$ cat src/rtl/traceback_unit.sv
// Walks the alignment path from the max-score cell and emits one diag/up/left token per cell until a zero-score cell or the matrix edge.
// `define TRACEBACK_ERR_CHECK_EN to flag reserved source codes and out-of-range starts on err.
module traceback_unit #(
  parameter int SOURCE_WIDTH = 2,
  parameter int MAX_ROWS     = 64,
  parameter int MAX_COLS     = 64,
  parameter int ROW_W        = $clog2(MAX_ROWS),
  parameter int COL_W        = $clog2(MAX_COLS),
  parameter int PATH_W       = $clog2(MAX_ROWS + MAX_COLS + 1)
) (
  input  logic                    clk,
  input  logic                    rst,
  input  logic                    start,
  input  logic [ROW_W-1:0]        start_row,
  input  logic [COL_W-1:0]        start_col,
  output logic                    busy,
  output logic                    mem_rd_en,
  output logic [ROW_W-1:0]        mem_rd_row,
  output logic [COL_W-1:0]        mem_rd_col,
  input  logic [SOURCE_WIDTH-1:0] mem_rd_source,
  input  logic                    mem_rd_zero,
  output logic                    out_valid,
  input  logic                    out_ready,
  output logic [1:0]              out_dir,
  output logic                    out_last,
  output logic                    done,
  output logic [PATH_W-1:0]       path_len,
  output logic                    err
);

  typedef enum logic [2:0] {IDLE, READ, WAIT, EMIT, DONE} state_t;

  localparam logic [1:0] DIR_DIAG = 2'b00;
  localparam logic [1:0] DIR_UP   = 2'b01;
  localparam logic [1:0] DIR_LEFT = 2'b10;
  localparam logic [1:0] DIR_END  = 2'b11;

  state_t             state_q, state_d;
  logic [ROW_W-1:0]   cur_row_q, cur_row_d;
  logic [COL_W-1:0]   cur_col_q, cur_col_d;
  logic [1:0]         dir_q, dir_d;
  logic               last_q, last_d;
  logic [PATH_W-1:0]  path_len_q, path_len_d;
  logic [1:0]         src;
  logic               start_oob;
`ifdef TRACEBACK_ERR_CHECK_EN
  logic               err_q, err_d;
`endif

  assign src       = mem_rd_source[1:0];
  assign start_oob = (32'(start_row) >= MAX_ROWS) || (32'(start_col) >= MAX_COLS);

  always_comb begin
    state_d    = state_q;
    cur_row_d  = cur_row_q;
    cur_col_d  = cur_col_q;
    dir_d      = dir_q;
    last_d     = last_q;
    path_len_d = path_len_q;
`ifdef TRACEBACK_ERR_CHECK_EN
    err_d      = err_q;
`endif
    case (state_q)
      IDLE: begin
        if (start) begin
          cur_row_d  = start_row;
          cur_col_d  = start_col;
          path_len_d = '0;
`ifdef TRACEBACK_ERR_CHECK_EN
          err_d      = start_oob;
`endif
          if (start_oob) begin
            dir_d   = DIR_END;
            last_d  = 1'b1;
            state_d = EMIT;
          end else begin
            state_d = READ;
          end
        end
      end
      READ: state_d = WAIT;
      WAIT: begin
        state_d = EMIT;
        if (mem_rd_zero || src == DIR_END) begin
          dir_d  = DIR_END;
          last_d = 1'b1;
`ifdef TRACEBACK_ERR_CHECK_EN
          if (!mem_rd_zero) err_d = 1'b1;
`endif
        end else begin
          dir_d  = src;
          // Terminate before any move that would step off row 0 or column 0.
          last_d = ((src == DIR_DIAG) && (cur_row_q == '0 || cur_col_q == '0)) ||
                   ((src == DIR_UP)   && (cur_row_q == '0)) ||
                   ((src == DIR_LEFT) && (cur_col_q == '0));
        end
      end
      EMIT: begin
        if (out_ready) begin
          if (dir_q != DIR_END && path_len_q != '1) path_len_d = path_len_q + PATH_W'(1);
          if (last_q) begin
            state_d = DONE;
          end else begin
            state_d = READ;
            if (dir_q != DIR_LEFT) cur_row_d = cur_row_q - ROW_W'(1);
            if (dir_q != DIR_UP)   cur_col_d = cur_col_q - COL_W'(1);
          end
        end
      end
      DONE:    state_d = IDLE;
      default: state_d = IDLE;
    endcase
  end

  always_ff @(posedge clk or posedge rst) begin
    if (rst) begin
      state_q    <= IDLE;
      cur_row_q  <= '0;
      cur_col_q  <= '0;
      dir_q      <= DIR_DIAG;
      last_q     <= 1'b0;
      path_len_q <= '0;
    end else begin
      state_q    <= state_d;
      cur_row_q  <= cur_row_d;
      cur_col_q  <= cur_col_d;
      dir_q      <= dir_d;
      last_q     <= last_d;
      path_len_q <= path_len_d;
    end
  end

`ifdef TRACEBACK_ERR_CHECK_EN
  always_ff @(posedge clk or posedge rst) begin
    if (rst) err_q <= 1'b0;
    else     err_q <= err_d;
  end
  assign err = err_q;
`else
  assign err = 1'b0;
`endif

  assign busy       = (state_q == READ) || (state_q == WAIT) || (state_q == EMIT);
  assign mem_rd_en  = (state_q == READ);
  assign mem_rd_row = cur_row_q;
  assign mem_rd_col = cur_col_q;
  assign out_valid  = (state_q == EMIT);
  assign out_dir    = dir_q;
  assign out_last   = (state_q == EMIT) && last_q;
  assign done       = (state_q == DONE);
  assign path_len   = path_len_q;

endmodule

$ cat config.mk
export PLATFORM = sky130hd
export DESIGN_NAME = traceback_unit
export DESIGN_NICKNAME = d
export VERILOG_FILES = /design/src/rtl/traceback_unit.sv
export SDC_FILE = /design/constraint.sdc
export NUM_CORES = 1
export LEC_CHECK = 0
export CORE_ASPECT_RATIO = 2
export CORE_MARGIN = 4
export CORE_UTILIZATION = 47
export DETAILED_ROUTE_END_ITERATION = 10
export PLACE_DENSITY = 0.88
export SLEW_MARGIN = 20
export SYNTH_ARGS = -nofsm -noshare
export SYNTH_HDL_FRONTEND = slang
export SYNTH_SLANG_ARGS = --single-unit
$ cat constraint.sdc
create_clock -name clk -period 2.3 [get_ports clk]
set_input_delay 0.23 -clock clk [delete_from_list [all_inputs] [get_ports clk]]
set_output_delay 0.23 -clock clk [all_outputs]
set_load 0.01 [all_outputs]
Word-level counts from Yosys, hierarchy flattened
Cells that the tools add are included.

Register bits after elaboration: 26. Latch bits: 0. Memory bits (writable): 0. Bits in read-only memories: 0. Bits of input ports: 19. Output and inout port bits: 28. Logic and storage cells: 66. Memories: 0.

Add/subtract/negate cells: 3. Multipliers: 0. Divide/modulo/power cells: 0. Magnitude comparators: 0. Eq/ne operators: 17. Shift-type cells: 0. Mux-type cells: 20. Bitwise operators: 0. Reductions and logical operators: 20.

Operator list (count): 6-bit 2-to-1 mux (8); 8-bit 2-to-1 mux (3); 6-bit one-hot mux with 2 select lines (2); 8-bit one-hot mux with 2 select lines (1); 6-bit logical NOT (2); 3-bit one-hot mux with 4 select lines (1); 6-bit by 1-bit subtractor with 6-bit output (second input constant) (2); 2-bit by 1-bit != test with 1-bit output (second input constant) (5); 5-bit AND reduction (2); 3-bit 2-to-1 mux (3); 8-bit by 1-bit adder with 8-bit output (second input constant) (1); 2-bit != test (second input constant) (4); 8-bit != test (second input constant) (1); 3-bit by 2-bit == test with 1-bit output (second input constant) (2); 1-bit logical OR (6); 1-bit logical AND (5); 2-bit == test (second input constant) (2); 4-bit AND reduction (1); 3-bit by 1-bit == test with 1-bit output (second input constant) (1); 3-bit == test (second input constant) (1); 3-bit logical NOT (1); 2-bit by 1-bit == test with 1-bit output (second input constant) (1); 2-bit logical NOT (1); 2-bit 2-to-1 mux (1); other kinds (3) (3).

Logic depth before layout (Yosys ltp)
Depth in word-level cells: 6. Mapped depth: 7. Depth with buffers taken out: 6.

Worst setup path after synthesis
OpenSTA, ideal clock, no wires.

Path kind: flip-flop to flip-flop. Start: reg path_len_q[0] (netlist: path_len[0]). End: reg path_len_q[4] (netlist: path_len[4]). Setup time: 0.076 ns. Arrival: 1.669 ns. Data required time: 2.224 ns. Path slack: 0.555 ns. Cell stages (with the launch flop): 6. Path buffers: 0. Period minus slack after synthesis: 1.745 ns. Cells stage by stage: dfrtp_1 -> ha_1 -> and4_1 -> a211o_1 -> or4_1 -> o21ai_1.

Cells in the longest elaborated chain, start to end: 4. Elaborated cells between the ends (all ways): 8. Classes of those cells: add/sub (1); eq/ne (2); mux (3); reduce/logical (2).

RTL lines: start, declared (RTL line 43) `logic [PATH_W-1:0] path_len_q, path_len_d;`; start signal, assigned (RTL line 129) `path_len_q <= path_len_d;`; 8-bit by 1-bit adder with 8-bit output or 8-bit != test (tied branches) (RTL line 100) `if (dir_q != DIR_END && path_len_q != '1) path_len_d = path_len_q + PATH_W'(1);`; 8-bit 2-to-1 mux or 1-bit logical AND (tied branches) (RTL line 100); 8-bit 2-to-1 mux or 2-bit by 1-bit != test with 1-bit output (tied branches); 8-bit one-hot mux with 2 select lines or 4-bit AND reduction (tied branches).

Parallel ways exist; a longest one is shown, timed or not. The select of a mux whose other input is x is not followed. A chain may end at the register's enable or synchronous reset.

Worst setup path after layout
Start: reg state_q[2]. End: out out_last.

Cells in the longest elaborated chain, start to end: 2.

RTL lines: start, declared (RTL line 38) `state_t state_q, state_d;`; start signal, assigned (RTL line 124) `state_q <= state_d;`; 3-bit by 2-bit == test with 1-bit output (RTL line 149) `assign out_last = (state_q == EMIT) && last_q;`; 1-bit logical AND (RTL line 149); end, declared (RTL line 25) `output logic out_last,`.

No other way between the ends.

==> flow_summary.ini <==
[run_status]
status = complete, no violations

[die]
fp.dieArea_um2 = 4420
die_h_um = 90.1
die_width_um = 49.0
rows = 29
initial_core_util = 0.496
pin_count = 47
core_um2 = 3190

[worst_setup_path]
reg2reg_to = mem_rd_row[4]
critPathArrivalTime_ps = 1890
crit_type = flip-flop to primary output
end_kind = primary output
crit_fanout = 10
cp.required_ps = 2070
critPathLaunchType = flip-flop
rrSetupSlack_ps = 390
r2r-start = state_q[0]
rr_worst_depth = 4

[flow_run]
drv_cap = 0

[logic_synthesis]
synth.avg_cell_area_um2 = 8.70
syn-cell-area_um2 = 1580
yosysWarningCount = 0
synthMuxAreaShare = 0.0126
synth_fa_ha_area_frac = 0.0395
async_flop_share = 1.00
synth_cell_types = 41
synthSimpleGateAreaFrac = 0.231
synth-xor-area-share = 0
synth_compound_area_frac = 0.241
yosys_register_bits = 26
synth_edf_count = 0
seq_area_frac_synth = 0.411
synthesis.nets = 206
ys.flop_type = dfrtp_1
netlist_instances = 182
synth_top_family_by_area = compound AO/OA/AOI/OAI gates

[timing]
holdWs_ps = 313
fin_crit_ps = 2120
tightest_slew_ps = 620
timing.slew.headroom = 0.586
clock.fmax_mhz = 472
setup_viol_count_final = 0
rsz0062_at_grt = no
slew_violations = 0
finalHoldViolCount = 0
finalClockSkew_ps = 3.66
tns_ps = 0
fin_crit_sh = 0.922

[global_route]
gr-total-overflow = 0
top_usage_layer = met2
grt_max_degree = 27
first_global_vias = 1448
grt_usage = 0.176
met2_usage = 0.305
grt_pass1_wl_um = 6390
grtUsageMet3 = 0.0182
use_met1 = 0.205
grt_antenna_before_repair = 0

[clock_network]
htree_levels = 1
cts_setup_buffers = 0
cts-buffers-inserted = 3
cts_tree = yes
cts_root_buf = clkbuf_8
clkTransAtPathRegs_ps = 90
cts_resized = 0
cts.sinks = 26
clk_latency_ps = 270
cts_hold_buf = 0
clockBufferDepth = 2

[power_and_ir_drop]
leakagePower_nw = 0.864
p_comb_frac = 0.529
power_density_nw_per_um2 = 1260
internal_power_w = 0.00157
swShare = 0.411
peakVddDrop_v = 0.000817
clock_power_share = 0.142
switchingPower_w = 0.00109
p_seq_frac = 0.329

[drt]
drc = 0
dr.pass1.iters = 4
wl_per_cell_um = 14.9
ant_nets = 0
viasPerCell = 5.89
vias = 1507
wl_um = 3820
drt_iter0_markers = 19

[final_layout]
multiInputGateArea_um2 = 833
final_common_cell = clkdlybuf4s50_1
fin_nets = 250
area_growth_pct = 33.9
seq_area_um2 = 651
fill_cells = 265
antenna_cells = 0
drive_gt1_frac = 0.0622
final_cell_mix = clkdlybuf4s50_1, dfrtp_1, a21oi_1

[placed_design]
gp_congestion = 0.821
portBuffers = 45
dpl.hpwl_um = 2820

[min_path]
min_path_type = input pin to asynchronous set/reset pin
==> registers in the layout, summed over array words and instances, names as in the netlist <==
signal / count
mem_rd_row: 6
state_q: 3
mem_rd_col: 6
out_dir: 2
last_q: 1
path_len: 8
==> synth_stat cells, types with 2 or more instances <==
master | count | share of area
inv_1 | 9 | 0.021
buf_2 | 7 | 0.022
a31oi_1 | 4 | 0.016
a211oi_2 | 3 | 0.024
nor3b_1 | 6 | 0.028
nor3_1 | 4 | 0.013
nand2_1 | 13 | 0.031
or3_1 | 2 | 0.0079
ha_1 | 5 | 0.040
a41oi_1 | 2 | 0.011
mux2i_1 | 2 | 0.013
a22o_1 | 6 | 0.033
dfrtp_1 | 26 | 0.41
buf_4 | 3 | 0.014
nand3_1 | 9 | 0.028
o2bb2ai_1 | 2 | 0.011
o21ai_1 | 7 | 0.022
nor2_1 | 19 | 0.045
nand2b_1 | 2 | 0.0079
o21ai_0 | 6 | 0.019
nand4b_1 | 2 | 0.011
and2_1 | 4 | 0.016
and4b_1 | 2 | 0.013
a21oi_1 | 20 | 0.063
==> metal layers <==
metal  up-vias  share of wire
li1        739              -
met1       714           0.40
met2        43           0.53
met3        11          0.039
met4         0          0.027
met5         -              0
==> cell families after synthesis <==
| kind of cell | Yosys count |
|---|---|
| muxes | 2 |
| buffers and inverters | 21 |
| DFF | 26 |
| and+or+nand+nor | 69 |
| other | 1 |
| AOI/OAI and AO/OA | 58 |
| adders and majority gates | 5 |
==> worst max-delay path by stage <==
stage / from / end / slack (ps)
floorplan: path_len[0] / path_len[4] / 550
global placement: start / mem_rd_row[0] / 320
detailed placement: start / mem_rd_row[4] / 250
CTS: state_q[2] / out_last / 170
global route: state_q[1] / out_last / 100
finish: state_q[2] / out_last / 180
==> area by class of cell <==
cell class | count | area share
Inverter | 10 | 0.0177
Tap cell | 31 | 0.0183
Clock inverter | 1 | 0.0142
Timing Repair Buffer | 50 | 0.230
Clock buffer | 3 | 0.0195
Multi-Input combinational cell | 135 | 0.393
Sequential cell | 26 | 0.307
==> metrics by stage <==
step / power [W] / instances / setup WS [ps] / instance area (um^2) / util
floorplan: 0.00170 / 182 / 555 / 1580 / -
global placement: 0.00225 / 252 / 322 / 2050 / 0.641
detailed placement: 0.00229 / 252 / 246 / 2050 / 0.641
CTS: 0.00267 / 256 / 168 / 2120 / 0.664
global route: 0.00287 / 256 / 96.4 / 2120 / 0.664
finish: 0.00266 / 256 / 180 / 2120 / 0.664
==> power by group through the flow <==
stage | sequential [W] | combinational, W | clock (W)
2_1_floorplan | 0.000855 | 0.000849 | 0
3_3_place_gp | 0.000883 | 0.00137 | 0
3_5_place_dp | 0.000882 | 0.00141 | 0
4_1_cts | 0.000875 | 0.00142 | 0.000380
5_1_grt | 0.000914 | 0.00155 | 0.000398
6_report | 0.000877 | 0.00141 | 0.000377
==> critical path: stages, from the launching register on <==
cell and delay, ps:
dfrtp_1 490, nand3b_1 240, inv_2 180, and2_1 170, clkdlybuf4s50_1 540
No activity file was read; power rests on OpenSTA's default activity.
